`config.mk`:
```
export PLATFORM = sky130hd
export DESIGN_NAME = urng_seed_ctrl
export DESIGN_NICKNAME = d
export VERILOG_FILES = /design/src/rtl/urng_pkg.sv /design/src/rtl/urng_seed_regfile.sv /design/src/rtl/urng_seed_ctrl.sv
export SDC_FILE = /design/constraint.sdc
export NUM_CORES = 1
export LEC_CHECK = 0
export BUFFER_PORTS_ARGS = -buffer_cell sky130_fd_sc_hd__buf_2
export CORE_UTILIZATION = 40
export CTS_CLUSTER_DIAMETER = 60
export CTS_CLUSTER_SIZE = 10
export DETAILED_ROUTE_END_ITERATION = 7
export PLACE_DENSITY = 0.68
export SLEW_MARGIN = 10
export SYNTH_ARGS = -nofsm -noshare
export SYNTH_HDL_FRONTEND = slang
export SYNTH_SLANG_ARGS = --single-unit
```
`constraint.sdc`:
```
create_clock -name clk -period 4.9 [get_ports clk]
set_input_delay 0.98 -clock clk [delete_from_list [all_inputs] [get_ports clk]]
set_output_delay 0.98 -clock clk [all_outputs]
set_load 0.01 [all_outputs]
```
`src/rtl/urng_pkg.sv`:
```
// Shared definitions for the URNG seed controller: default seeds, Tausworthe
// seed minimums, FSM state encoding and configuration addresses.
package urng_pkg;

    localparam logic [31:0] DEF_SEED0 = 32'h1F2E_3D4C;
    localparam logic [31:0] DEF_SEED1 = 32'h5B6A_7988;
    localparam logic [31:0] DEF_SEED2 = 32'h9C8D_7E6F;
    localparam logic [31:0] DEF_SEED3 = 32'h2468_ACE0;
    localparam logic [31:0] DEF_SEED4 = 32'h1357_9BDF;
    localparam logic [31:0] DEF_SEED5 = 32'hFEDC_BA98;

    // A Tausworthe component degenerates if its seed is below these bounds.
    localparam logic [31:0] SEED_MIN_A = 32'd2;
    localparam logic [31:0] SEED_MIN_B = 32'd8;
    localparam logic [31:0] SEED_MIN_C = 32'd16;

    localparam logic [2:0] CFG_ADDR_SEED_MAX = 3'd5;
    localparam logic [2:0] CFG_ADDR_LIMIT    = 3'd6;

    typedef enum logic [2:0] {
        ST_IDLE = 3'd0,
        ST_LOAD = 3'd1,
        ST_WARM = 3'd2,
        ST_RUN  = 3'd3,
        ST_DONE = 3'd4
    } state_t;

endpackage

```
`src/rtl/urng_seed_regfile.sv`:
```
// Six 32-bit seed registers with write port and combinational legality check.
module urng_seed_regfile
    import urng_pkg::*;
(
    input  logic        clk,
    input  logic        reset,
    input  logic        we,
    input  logic [2:0]  addr,
    input  logic [31:0] wdata,
    output logic [31:0] s0,
    output logic [31:0] s1,
    output logic [31:0] s2,
    output logic [31:0] s3,
    output logic [31:0] s4,
    output logic [31:0] s5,
    output logic        seed_ok
);

    logic [31:0] seed_q [6];
    logic [31:0] seed_d [6];

    always_comb begin
        for (int unsigned i = 0; i < 6; i++) begin
            seed_d[i] = seed_q[i];
        end
        if (we && addr <= CFG_ADDR_SEED_MAX) begin
            seed_d[addr] = wdata;
        end
    end

    always_ff @(posedge clk) begin
        if (reset) begin
            seed_q[0] <= DEF_SEED0;
            seed_q[1] <= DEF_SEED1;
            seed_q[2] <= DEF_SEED2;
            seed_q[3] <= DEF_SEED3;
            seed_q[4] <= DEF_SEED4;
            seed_q[5] <= DEF_SEED5;
        end else begin
            for (int unsigned i = 0; i < 6; i++) begin
                seed_q[i] <= seed_d[i];
            end
        end
    end

    assign s0 = seed_q[0];
    assign s1 = seed_q[1];
    assign s2 = seed_q[2];
    assign s3 = seed_q[3];
    assign s4 = seed_q[4];
    assign s5 = seed_q[5];

    assign seed_ok = (seed_q[0] >= SEED_MIN_A) && (seed_q[3] >= SEED_MIN_A) &&
                     (seed_q[1] >= SEED_MIN_B) && (seed_q[4] >= SEED_MIN_B) &&
                     (seed_q[2] >= SEED_MIN_C) && (seed_q[5] >= SEED_MIN_C);

endmodule

```
`src/rtl/urng_seed_ctrl.sv`:
```
// Seed-load / warm-up / run sequencer for the dual-Tausworthe URNG pair.
// Optional macro SAMPLE_LIMIT_EN adds a sample-limit register and DONE state.
module urng_seed_ctrl
    import urng_pkg::*;
#(
    parameter int WARMUP   = 16,
    parameter int LOAD_CYC = 2,
    parameter int CNT_W    = 32
) (
    input  logic             clk,
    input  logic             reset,
    input  logic             cfg_we,
    input  logic [2:0]       cfg_addr,
    input  logic [31:0]      cfg_wdata,
    input  logic             start,
    input  logic             stop,
    output logic [31:0]      s0,
    output logic [31:0]      s1,
    output logic [31:0]      s2,
    output logic [31:0]      s3,
    output logic [31:0]      s4,
    output logic [31:0]      s5,
    output logic             taus_rst,
    output logic             u_valid,
    output logic             busy,
    output logic             seed_err,
    output logic [CNT_W-1:0] sample_cnt
);

    localparam int PH_W = $clog2((WARMUP > LOAD_CYC) ? WARMUP : LOAD_CYC) + 1;

    state_t            state_q, state_d;
    logic [PH_W-1:0]   cnt_q, cnt_d;
    logic              taus_rst_q, taus_rst_d;
    logic              u_valid_q, u_valid_d;
    logic              busy_q, busy_d;
    logic              seed_err_q, seed_err_d;
    logic [CNT_W-1:0]  sample_cnt_q, sample_cnt_d;
    logic              seed_ok;
    logic              cfg_ok;

    assign cfg_ok = cfg_we && (state_q == ST_IDLE);

    urng_seed_regfile u_regfile (
        .clk     (clk),
        .reset   (reset),
        .we      (cfg_ok),
        .addr    (cfg_addr),
        .wdata   (cfg_wdata),
        .s0      (s0),
        .s1      (s1),
        .s2      (s2),
        .s3      (s3),
        .s4      (s4),
        .s5      (s5),
        .seed_ok (seed_ok)
    );

`ifdef SAMPLE_LIMIT_EN
    logic [CNT_W-1:0] limit_q, limit_d;

    always_comb begin
        limit_d = limit_q;
        if (cfg_ok && cfg_addr == CFG_ADDR_LIMIT) begin
            limit_d = cfg_wdata[CNT_W-1:0];
        end
    end
`endif

    always_comb begin
        state_d      = state_q;
        cnt_d        = cnt_q;
        taus_rst_d   = taus_rst_q;
        u_valid_d    = u_valid_q;
        seed_err_d   = seed_err_q;
        sample_cnt_d = sample_cnt_q;

        if (u_valid_q && sample_cnt_q != '1) begin
            sample_cnt_d = sample_cnt_q + 1'b1;
        end

        case (state_q)
            ST_IDLE, ST_DONE: begin
                taus_rst_d = 1'b1;
                u_valid_d  = 1'b0;
`ifndef SAMPLE_LIMIT_EN
                state_d    = ST_IDLE;
`endif
                if (start) begin
                    if (seed_ok) begin
                        state_d      = ST_LOAD;
                        cnt_d        = '0;
                        seed_err_d   = 1'b0;
                        sample_cnt_d = '0;
                    end else begin
                        state_d    = ST_IDLE;
                        seed_err_d = 1'b1;
                    end
                end
            end
            ST_LOAD: begin
                if (cnt_q == PH_W'(LOAD_CYC - 1)) begin
                    state_d    = ST_WARM;
                    cnt_d      = '0;
                    taus_rst_d = 1'b0;
                end else begin
                    cnt_d = cnt_q + 1'b1;
                end
            end
            ST_WARM: begin
                if (cnt_q == PH_W'(WARMUP - 1)) begin
                    state_d   = ST_RUN;
                    cnt_d     = '0;
                    u_valid_d = 1'b1;
                end else begin
                    cnt_d = cnt_q + 1'b1;
                end
            end
            ST_RUN: begin
`ifdef SAMPLE_LIMIT_EN
                // Compare the post-increment count so exactly 'limit' valid cycles are issued.
                if (limit_q != '0 && sample_cnt_d == limit_q) begin
                    state_d    = ST_DONE;
                    u_valid_d  = 1'b0;
                    taus_rst_d = 1'b1;
                end
`endif
            end
            default: begin
                state_d    = ST_IDLE;
                taus_rst_d = 1'b1;
                u_valid_d  = 1'b0;
            end
        endcase

        if (stop && state_q != ST_IDLE) begin
            state_d    = ST_IDLE;
            u_valid_d  = 1'b0;
            taus_rst_d = 1'b1;
        end

        busy_d = (state_d != ST_IDLE);
    end

    always_ff @(posedge clk) begin
        if (reset) begin
            state_q      <= ST_IDLE;
            cnt_q        <= '0;
            taus_rst_q   <= 1'b1;
            u_valid_q    <= 1'b0;
            busy_q       <= 1'b0;
            seed_err_q   <= 1'b0;
            sample_cnt_q <= '0;
`ifdef SAMPLE_LIMIT_EN
            limit_q      <= '0;
`endif
        end else begin
            state_q      <= state_d;
            cnt_q        <= cnt_d;
            taus_rst_q   <= taus_rst_d;
            u_valid_q    <= u_valid_d;
            busy_q       <= busy_d;
            seed_err_q   <= seed_err_d;
            sample_cnt_q <= sample_cnt_d;
`ifdef SAMPLE_LIMIT_EN
            limit_q      <= limit_d;
`endif
        end
    end

    assign taus_rst   = taus_rst_q;
    assign u_valid    = u_valid_q;
    assign busy       = busy_q;
    assign seed_err   = seed_err_q;
    assign sample_cnt = sample_cnt_q;

endmodule

```
==> results of run 1 <==
==> sequential cells by signal, summed over array words and instances (netlist names) <==
name	cells
taus_rst	1
u_regfile.seed_q	192
busy	1
u_valid	1
seed_err	1
state_q	3
cnt_q	5
sample_cnt	32
==> cell usage after synthesis, types with 3 or more instances <==
cell type | count | area [um^2]
nand2_1 | 408 | 1530
and2_1 | 4 | 25.0
nor2b_1 | 3 | 18.8
buf_2 | 25 | 125
a21oi_1 | 95 | 475
xor2_1 | 14 | 123
and4_1 | 4 | 35.0
o21ai_0 | 6 | 30.0
nor4_1 | 41 | 257
clkbuf_1 | 43 | 161
dfxtp_1 | 236 | 4720
ha_1 | 5 | 62.6
o31ai_1 | 4 | 30.0
xnor2_1 | 8 | 70.1
inv_1 | 12 | 45.0
nand4_1 | 24 | 150
nand3b_1 | 106 | 796
nor3_2 | 3 | 30.0
nor3b_2 | 4 | 50.1
nand3_1 | 18 | 90.1
buf_1 | 3 | 11.3
and3_1 | 8 | 50.1
or3_1 | 5 | 31.3
nor3_1 | 13 | 65.1
nor3b_1 | 3 | 22.5
nor2_1 | 42 | 158
==> worst reg2reg max path, cell delays in order (launching register included) <==
cell and delay, ps:
dfxtp_1 340, ha_1 260, nand4_1 150, nor4_4 90
a21boi_2 600, nand3_1 310, or4_1 460, a21oi_1 150
==> worst paths after layout <==
| path | startpoint | end | slack, ps | cells past startpoint |
|---|---|---|---|---|
| worst max-delay path | sample_cnt[0]$_SDFF_PP0_ | sample_cnt[29]$_SDFF_PP0_ | 2460 | 7 |
| worst min-delay path | u_regfile.seed_q[0][33]$_SDFFE_PP0P_ | u_regfile.seed_q[0][33]$_SDFFE_PP0P_ | 460 | 2 |
| worst max register to register | sample_cnt[0]$_SDFF_PP0_ | sample_cnt[29]$_SDFF_PP0_ | 2460 | 7 |
| worst min register to register | u_regfile.seed_q[0][33]$_SDFFE_PP0P_ | u_regfile.seed_q[0][33]$_SDFFE_PP0P_ | 460 | 2 |
==> logic make-up after synthesis <==
group,after synthesis,synth area share (%)
AO/OA/AOI/OAI,121,7.07
XOR/XNOR,22,2.03
adder cells (fa/ha/maj),6,0.764
buffers and inverters,83,3.61
flip-flops,236,49.7
multiplexers,2,0.211
other,1,0.0395
AND/OR/NAND/NOR,703,36.5
==> final cells by class <==
class | count | area [um^2]
clock buffer | 31 | 712
clock inverter | 3 | 46.3
tap | 319 | 399
fill | 2308 | 11600
timing repair buffer | 276 | 1410
multi-input combinational | 855 | 4440
antenna | 1 | 2.50
sequential | 236 | 4720
inverter | 12 | 45.0
==> layer usage <==
layer	vias up	global-route usage, %	share of wire [%]
met4	0	13.9	5.6
met5	-	0	0
met1	4312	35.1	42
met3	100	6.72	8.9
met2	407	38.4	43
li1	4417	-	-
==> metrics by stage <==
stage,hold WS [ps],std cells
floorplan,469,1174
global placement,441,1697
detailed placement,450,1697
CTS,458,1731
global route,480,1733
finish,457,1733
==> report_power, final <==
group | switching, W | internal (W) | total (W)
Sequential | 0.0000246 | 0.00195 | 0.00197
Combinational | 0.000163 | 0.0000731 | 0.000236
Clock | 0.000777 | 0.00102 | 0.00180
==> summary.md, run 1 <==
| Metric | Value |
|---|---|
| DR DRC count | `0` |
| Die area | `24400 um^2` |
| Placed Area | `11000 um^2` |
| Synthesized Nets | `~1200` |
| CTS Buf Count | `28` |
| RSZ-0062 raised after global routing | `false` |
| Static Leak | `slightly below 5 nW` |
| Tot Pwr | `0.00401 W` |
| Router iterations before antenna repair | `5` |
| WL/cell | `18.9 um` |
| DIE WIDTH | `156 um` |
| Fin Setup TNS | `0 ps` |
| Setup crit start kind | `flop` |
| Avg Vias per Cell | `between 5 and 6` |
| Number of enable flip-flop cells after synthesis | `0` |
| Num Clock Sinks | `236` |
| Hold Crit Class | `reg -> reg` |
| Worst clock skew | `32.7 ps` |
| CTS tree | `done` |
| Cell Area, Synth | `9500 um^2` |
| Clock buffer depth | `3` |
| Pwr/cell area | `340 nW/um^2` |
| CP required | `5350 ps` |
| Worst vdd ir | `0.297 mV` |
| Gr usage total | `a little over a quarter` |
| I/O pins | `268` |
| Slowest cell delay on critical path | `600 ps` |
| Tmin final | `2440 ps` |
| Initial antenna violation count | `1` |
| Largest net degree at the start of global routing | `around 110` |
| Sequential share of the synthesized area | `49.7%` |
| Vias | `9236` |
| Root Buffer | `clkbuf_16` |
| Arrival time worst endpoint | `2890 ps` |
| Final net count | `1454` |
| Max cap viols | `0` |
| Leading cell types in the layout, fill and taps excluded | `nand2_1 (408), buf_2 (266), dfxtp_1 (236)` |
| #FFs+latches synth | `236` |
| CP Capture Type | `flop` |
| # resized after CTS | `0` |
| Fin. Hold Viols | `0` |
| # setup viols final | `0` |
| Max-Slew Margin vs Limit | `22.1%` |
| Die H | `156 um` |
| Clock slew at reported path FFs | `about 60 ps` |
| Netlist cell types | `56` |
| First-pass GRT wire length | `between 40000 and 50000 um` |
| Site Rows | `56` |
| Layout Area Growth over Synthesis | `24.0%` |
| Post-CTS setup buffer count | `0` |
| Final period utilization | `49.8%` |
| Yosys warning total | `0` |
| Port Buf Inserts | `267` |
| Final WL | `between 30000 and 40000 um` |
| CP max FO | `16` |
| Vias in the first global route | `approximately 8000` |
| Gate Count Post-Synth | `1174` |
| DRT iter0 DRCs | `726` |
| Total global routing overflow | `0` |
| CP bufs+invs | `0` |
| Worst-Skew Late Latency | `approximately 560 ps` |
| Cell family with most CP delay | `simple AND/OR/NAND/NOR gates` |
| Starting Density | `40.6%` |
| Share of cells above drive strength 1 | `between 20% and 30%` |
| Core ar. | `23400 um^2` |
| # H-tree levels | `1` |
| Gpl congestion | `a little under 0.9` |
| Finished Core Util | `between 50 and 60%` |
| Fmax achieved | `409 MHz` |
| Ys flop type | `dfxtp_1` |
| Slowest CP cell | `a21boi_2` |
| Hold_buf cts | `0` |
| Least-Margin Pin Slew | `1170 ps` |
| Post-DP HPWL | `21800 um` |
| Pre-CTS setup slack | `roughly 1900 ps` |
| Worst Setup Slack, final | `~2500 ps` |
| Kind of critical path | `reg -> reg` |
| Syn_area_per_cell | `8.09 um^2` |
| FFs w/ async S/R, synth | `0%` |
| Final instance area | `11800 um^2` |
| Worst-path cell chain | `ha_1 > nand4_1 > nor4_4 > a21boi_2 > nand3_1 > or4_1 > a21oi_1` |
| Final Max Tran Viols | `0` |
| Most common cell after layout, fill and taps aside | `nand2_1` |
| Remaining antenna violation count after routing | `0` |
| Status | `finished clean` |
Note: power is estimated with default switching activity, not from simulation.
==> run 2, diff against run 1 <==
ABC_AREA = 1   (was default)
clock period = 2.4 ns   (was 4.9 ns; I/O delays follow)
==> summary.md, run 2 <==
| Metric | Value |
|---|---|
| Arrival time worst endpoint | `2470 ps` |
| Tot Pwr | `0.00855 W` |
| Internal power | `0.00644 W` |
| # H-tree levels | `1` |
| Share of cells above drive strength 1 | `21.9%` |
| Register area | `about 4700 um^2` |
| # resized after CTS | `0` |
| Top cell type by total area after synthesis | `dfxtp_1` |
| CTS Buf Count | `29` |
| Max FFs per register | `around 190` |
| Xor/xnor cell area share of the yosys netlist | `2.04%` |
| Final period utilization | `a little under nine tenths` |
| Mux cell area share after synthesis | `0%` |
| Remaining antenna violation count after routing | `0` |
| Post-synth top cells | `nand2_1 (285), dfxtp_1 (236), nor2_1 (228)` |
| Max cap viols | `0` |
| Post-DP HPWL | `24600 um` |
| Number of enable flip-flop cells after synthesis | `0` |
| Placed Area | `around 12000 um^2` |
| Hold Crit Class | `in -> reg` |
| Pwr/cell area | `693 nW/um^2` |
| Initial antenna violation count | `0` |
| Vias in the first global route | `approximately 9000` |
| Root Buffer | `clkbuf_16` |
| Clock power frac | `46.1%` |
| WL/cell | `18.1 um` |
| Vias | `10000` |
| Synth Area in Adders | `0.635%` |
| Final cell count without fillers | `1964` |
| Final net count | `between 1500 and 2000` |
| Status | `finished clean` |
| Leading cell types in the layout, fill and taps excluded | `nand2_1 (285), buf_2 (267), dfxtp_1 (236)` |
| Syn_area_per_cell | `roughly 7.2 um^2` |
| DRT iter0 DRCs | `804` |
| Final WL | `35600 um` |
| Num Clock Sinks | `236` |
| Dpl cells | `1925` |
| Worst vdd ir | `0.495 mV` |
| First-pass GRT wire length | `52900 um` |
| Most frequent cell after synthesis | `nand2_1` |
| Gate Count Post-Synth | `1377` |
| Synthesized Nets | `1422` |
| Sequential power share | `a little under half` |
| Largest Register | `u_regfile.seed_q` |
| Cell Area, Synth | `9850 um^2` |
| Static Leak | `5.66 nW` |
| Clock buffer depth | `3` |
| Yosys top cell area share | `between 40% and 50%` |
| Largest net degree at the start of global routing | `55` |
| Largest family of logic cells by synthesized area | `simple AND/OR/NAND/NOR gates` |
| #FFs+latches synth | `approximately 240` |
| RSZ-0062 raised after global routing | `false` |
| Fmax achieved | `between 400 and 500 MHz` |
| I/O pins | `268` |
| Clock slew at reported path FFs | `approximately 60 ps` |
| Worst-Skew Late Latency | `560 ps` |
| Total global routing overflow | `0` |
| Starting Density | `40.6%` |
| DIE WIDTH | `approximately 160 um` |
| CP required | `2820 ps` |
| CTS tree | `done` |
| Ant. Diodes | `0` |
| Compound-Gate Fraction of Synth Area | `13.4%` |
| Die H | `159 um` |
| Fin Setup TNS | `0 ps` |
| Router iterations before antenna repair | `5` |
| Hold_buf cts | `0` |
| Worst clock skew | `20.6 ps` |
| CP Capture Type | `flop` |
| Psw | `0.00211 W` |
| Least-Margin Pin Slew | `648 ps` |
| Yosys warning total | `0` |
| Sequential share of the synthesized area | `48.0%` |
| Layout Area Growth over Synthesis | `25.2%` |
| Kind of critical path | `reg -> reg` |
| Met1 Wirelength | `14700 um` |
| Final instance area | `12300 um^2` |
| Final Max Tran Viols | `0` |
| # setup viols final | `0` |
| Max-Slew Margin vs Limit | `between 50% and 60%` |
| Core ar. | `24200 um^2` |
| Ys flop type | `dfxtp_1` |
| Switching fraction of total power | `24.6%` |
| Die area | `25300 um^2` |
| Ranking of synthesized cells by area | `dfxtp_1 (48%), nand2_1 (11%), nor2_1 (8.7%), o21ai_0 (7.2%), a21oi_1 (5.9%)` |
| Site Rows | `57` |
| FFs w/ async S/R, synth | `0%` |
| Port Buf Inserts | `267` |
| CP max FO | `24` |
| Tmin final | `2050 ps` |
| Avg Vias per Cell | `5.10` |
| Simple logic cell fraction of the synthesized area | `between 20% and 30%` |
| Setup crit start kind | `flop` |
| Most common cell after layout, fill and taps aside | `nand2_1` |
| Logic pwr share | `under 10%` |
| Gr usage total | `27.1%` |
| Netlist cell types | `32` |
| Highest routed layer | `met4` |
| Fin. Hold Viols | `0` |
| Gpl congestion | `between 0.9 and 1` |
| Layout fillers | `2461` |
| DR DRC count | `0` |
| Post-CTS setup buffer count | `0` |
| WL met2 | `~16000 um` |
| Final Hold Slack | `between 200 and 300 ps` |
| Area taken by multi-input logic gates | `roughly 4300 um^2` |
| Length of routed met3 wiring | `3630 um` |
[run 2: cell types whose count changed after synthesis, moves of 61 or more]
cell,change
nor2_1,+186
nand2_1,-123
o21ai_0,+136
inv_1,+112
nand3b_1,-105
nand3_1,+61
[run 2: metal layers]
metal,global-route usage [%],vias to the layer above
li1,-,4895
met1,35.2,4564
met2,42.7,470
met3,7.48,78
met4,10.8,0
met5,0,-
[run 2: final cells by class]
cell class | instances | area share (%)
clock inverters | 4 | 0.335
multi-input cells | 942 | 34.9
well taps | 324 | 3.29
repair buffers | 289 | 12.7
clock buffers | 35 | 6.39
flip-flops and latches | 236 | 38.3
inverters | 134 | 4.09
[run 2: metrics by stage]
| stage | worst slack (ps) | util, % |
|---|---|---|
| finish | 353 | 50.9 |
| global route | 190 | 50.9 |
| CTS | 369 | 50.9 |
| detailed placement | 402 | 47.5 |
| global placement | 433 | 47.5 |
| floorplan | 743 | - |
[run 2: cells by family after synthesis]
logic type	Yosys count
AO/OA/AOI/OAI	263
XOR/XNOR	23
adder cells (fa/ha/maj)	5
buffers and inverters	199
flip-flops	236
other	1
AND/OR/NAND/NOR	650
[run 2: power by group through the flow]
stage          Combinational (W)  Sequential (W)  Clock (W)
6_report                0.000562         0.00404    0.00394
5_1_grt                 0.000603         0.00405    0.00418
4_1_cts                 0.000553         0.00404    0.00400
3_5_place_dp            0.000551         0.00413          0
3_3_place_gp            0.000546         0.00413          0
2_1_floorplan           0.000230         0.00415          0
[run 2: critical path, cell delays in order, from the launching register on]
cell and delay [ps]:
dfxtp_1 410, ha_1 210, nand3_1 170, inv_2 100, nand2_2 70, nor2_2 170
nand2_2 80, nand2_4 120, buf_4 290, nor2_1 90, xnor2_1 140, nor2_1 50
[run 2: worst paths after layout]
check	from	end	slack [ps]	cells past startpoint
setup / recovery	sample_cnt[0]$_SDFF_PP0_	sample_cnt[10]$_SDFF_PP0_	350	11
hold / removal	cfg_wdata[22]	u_regfile.seed_q[0][150]$_SDFFE_PP1P_	280	3
setup reg to reg	sample_cnt[0]$_SDFF_PP0_	sample_cnt[10]$_SDFF_PP0_	350	11
hold reg to reg	u_regfile.seed_q[0][7]$_SDFFE_PP0P_	u_regfile.seed_q[0][7]$_SDFFE_PP0P_	470	2
==> run 3, diff against run 2 <==
ABC_AREA = default   (was 1)
clock period = 2.25 ns   (was 2.4 ns; I/O delays follow)
==> summary.md, run 3 (synthesis gave the netlist of run 1 again) <==
| Metric | Value |
|---|---|
| Worst-Skew Late Latency | `530 ps` |
| Worst clock skew | `approximately 17 ps` |
| Max FFs per register | `roughly 190` |
| CP required | `2650 ps` |
| Starting Density | `40.6%` |
| Max cap viols | `0` |
| Worst vdd ir | `0.532 mV` |
| First-pass GRT wire length | `49400 um` |
| CTS Buf Count | `28` |
| Fin Setup TNS | `0 ps` |
| Remaining antenna violation count after routing | `0` |
| Gr usage total | `26.7%` |
| Static Leak | `5.06 nW` |
| Final WL | `33300 um` |
| Gpl congestion | `0.868` |
| I/O pins | `268` |
| RSZ-0062 raised after global routing | `false` |
| Register area | `around 4700 um^2` |
| Post-DP HPWL | `22200 um` |
| Arrival time worst endpoint | `approximately 2400 ps` |
| Kind of critical path | `reg -> reg` |
| DIE WIDTH | `about 160 um` |
| Layout Area Growth over Synthesis | `25.6%` |
| Largest Register | `u_regfile.seed_q` |
| Final period utilization | `88.4%` |
| DR DRC count | `0` |
| CTS tree | `done` |
| Area taken by multi-input logic gates | `~4400 um^2` |
| Final Max Tran Viols | `0` |
| Avg Vias per Cell | `5.36` |
| Share of cells above drive strength 1 | `between 20% and 30%` |
| Fin. Hold Viols | `0` |
| Router iterations before antenna repair | `5` |
| WL/cell | `19.0 um` |
| Max-Slew Margin vs Limit | `between 50 and 60%` |
| Final net count | `1468` |
| Port Buf Inserts | `267` |
| Site Rows | `56` |
| Initial antenna violation count | `1` |
| DRT iter0 DRCs | `724` |
| Post-CTS setup buffer count | `0` |
| Fmax achieved | `503 MHz` |
| Tmin final | `1990 ps` |
| Largest net degree at the start of global routing | `116` |
| Leading cell types in the layout, fill and taps excluded | `nand2_1 (408), buf_2 (266), dfxtp_1 (236)` |
| Hold_buf cts | `0` |
| Status | `finished clean` |
| Vias | `about 9400` |
| Clock buffer depth | `3` |
| CP Capture Type | `flop` |
| Setup crit start kind | `flop` |
| # H-tree levels | `1` |
| Die H | `roughly 160 um` |
| Die area | `24400 um^2` |
| Pwr/cell area | `734 nW/um^2` |
| # setup viols final | `0` |
| Hold Crit Class | `in -> reg` |
| Total global routing overflow | `0` |
| Root Buffer | `clkbuf_16` |
| # resized after CTS | `0` |
| Least-Margin Pin Slew | `717 ps` |
| Clock slew at reported path FFs | `~50 ps` |
| Num Clock Sinks | `236` |
| Vias in the first global route | `8367` |
| Core ar. | `23400 um^2` |
| Layout fillers | `roughly 2300` |
| Tot Pwr | `0.00876 W` |
| Most common cell after layout, fill and taps aside | `nand2_1` |
| CP max FO | `32` |
## run 3: cell count changes in the layout (fill, tap and decap cells not counted), moves of 21 or more
cell	delta
nor2_1	-186
o21ai_0	-136
nand2_1	+123
inv_1	-112
nand3b_1	+105
nand3_1	-61
nor4_1	+40
a21oi_1	-21
## run 3: worst paths after layout
kind / from / endpoint / slack (ps) / cells after the start
worst min-delay path: start / seed_err$_SDFFE_PP0P_ / 210 / 3
worst min register to register: u_regfile.seed_q[0][34]$_SDFFE_PP0P_ / u_regfile.seed_q[0][34]$_SDFFE_PP0P_ / 450 / 2
worst max register to register: state_q[1]$_SDFF_PP0_ / u_regfile.seed_q[0][57]$_SDFFE_PP1P_ / 260 / 7
worst max-delay path: state_q[1]$_SDFF_PP0_ / u_regfile.seed_q[0][57]$_SDFFE_PP1P_ / 260 / 7
## run 3: stage by stage
stage	utilization (%)	setup slack (ps)	instances	instance area (um^2)	hold WS (ps)
CTS	51.0	237	1746	11900	181
global placement	47.7	306	1712	11200	440
floorplan	-	344	1174	9500	469
global route	51.0	65.8	1747	11900	219
detailed placement	47.7	256	1712	11200	446
finish	51.0	261	1747	11900	209
## run 3: final cells by class
class,count,share of cell area [%]
tap,319,3.35
clock buffer,30,6.20
antenna,1,0.0210
sequential,236,39.6
inverter,12,0.378
clock inverter,4,0.168
timing repair buffer,290,13.1
multi-input combinational,855,37.2
## run 3: power by group
group          switching [W]  total [W]  internal, W
sequential         0.0000528    0.00430      0.00425
clock                0.00164    0.00393      0.00229
combinational       0.000359   0.000527     0.000168
total                0.00206    0.00876      0.00670
## run 3: routing by layer
layer / vias to the layer above / track usage, % / routed length [um]
met5: - / 0 / 0
met1: 4434 / 35.6 / 13800
li1: 4448 / - / -
met3: 70 / 6.25 / 3040
met2: 417 / 41.6 / 15100
met4: 0 / 10.6 / 1280
## run 3: critical path, stage by stage, from the launching register on
cell and delay [ps]:
dfxtp_1 370, nor2_2 200, and3_2 280, nand2_1 180
or3_1 350, buf_4 250, nand2_1 130, nand3b_1 100
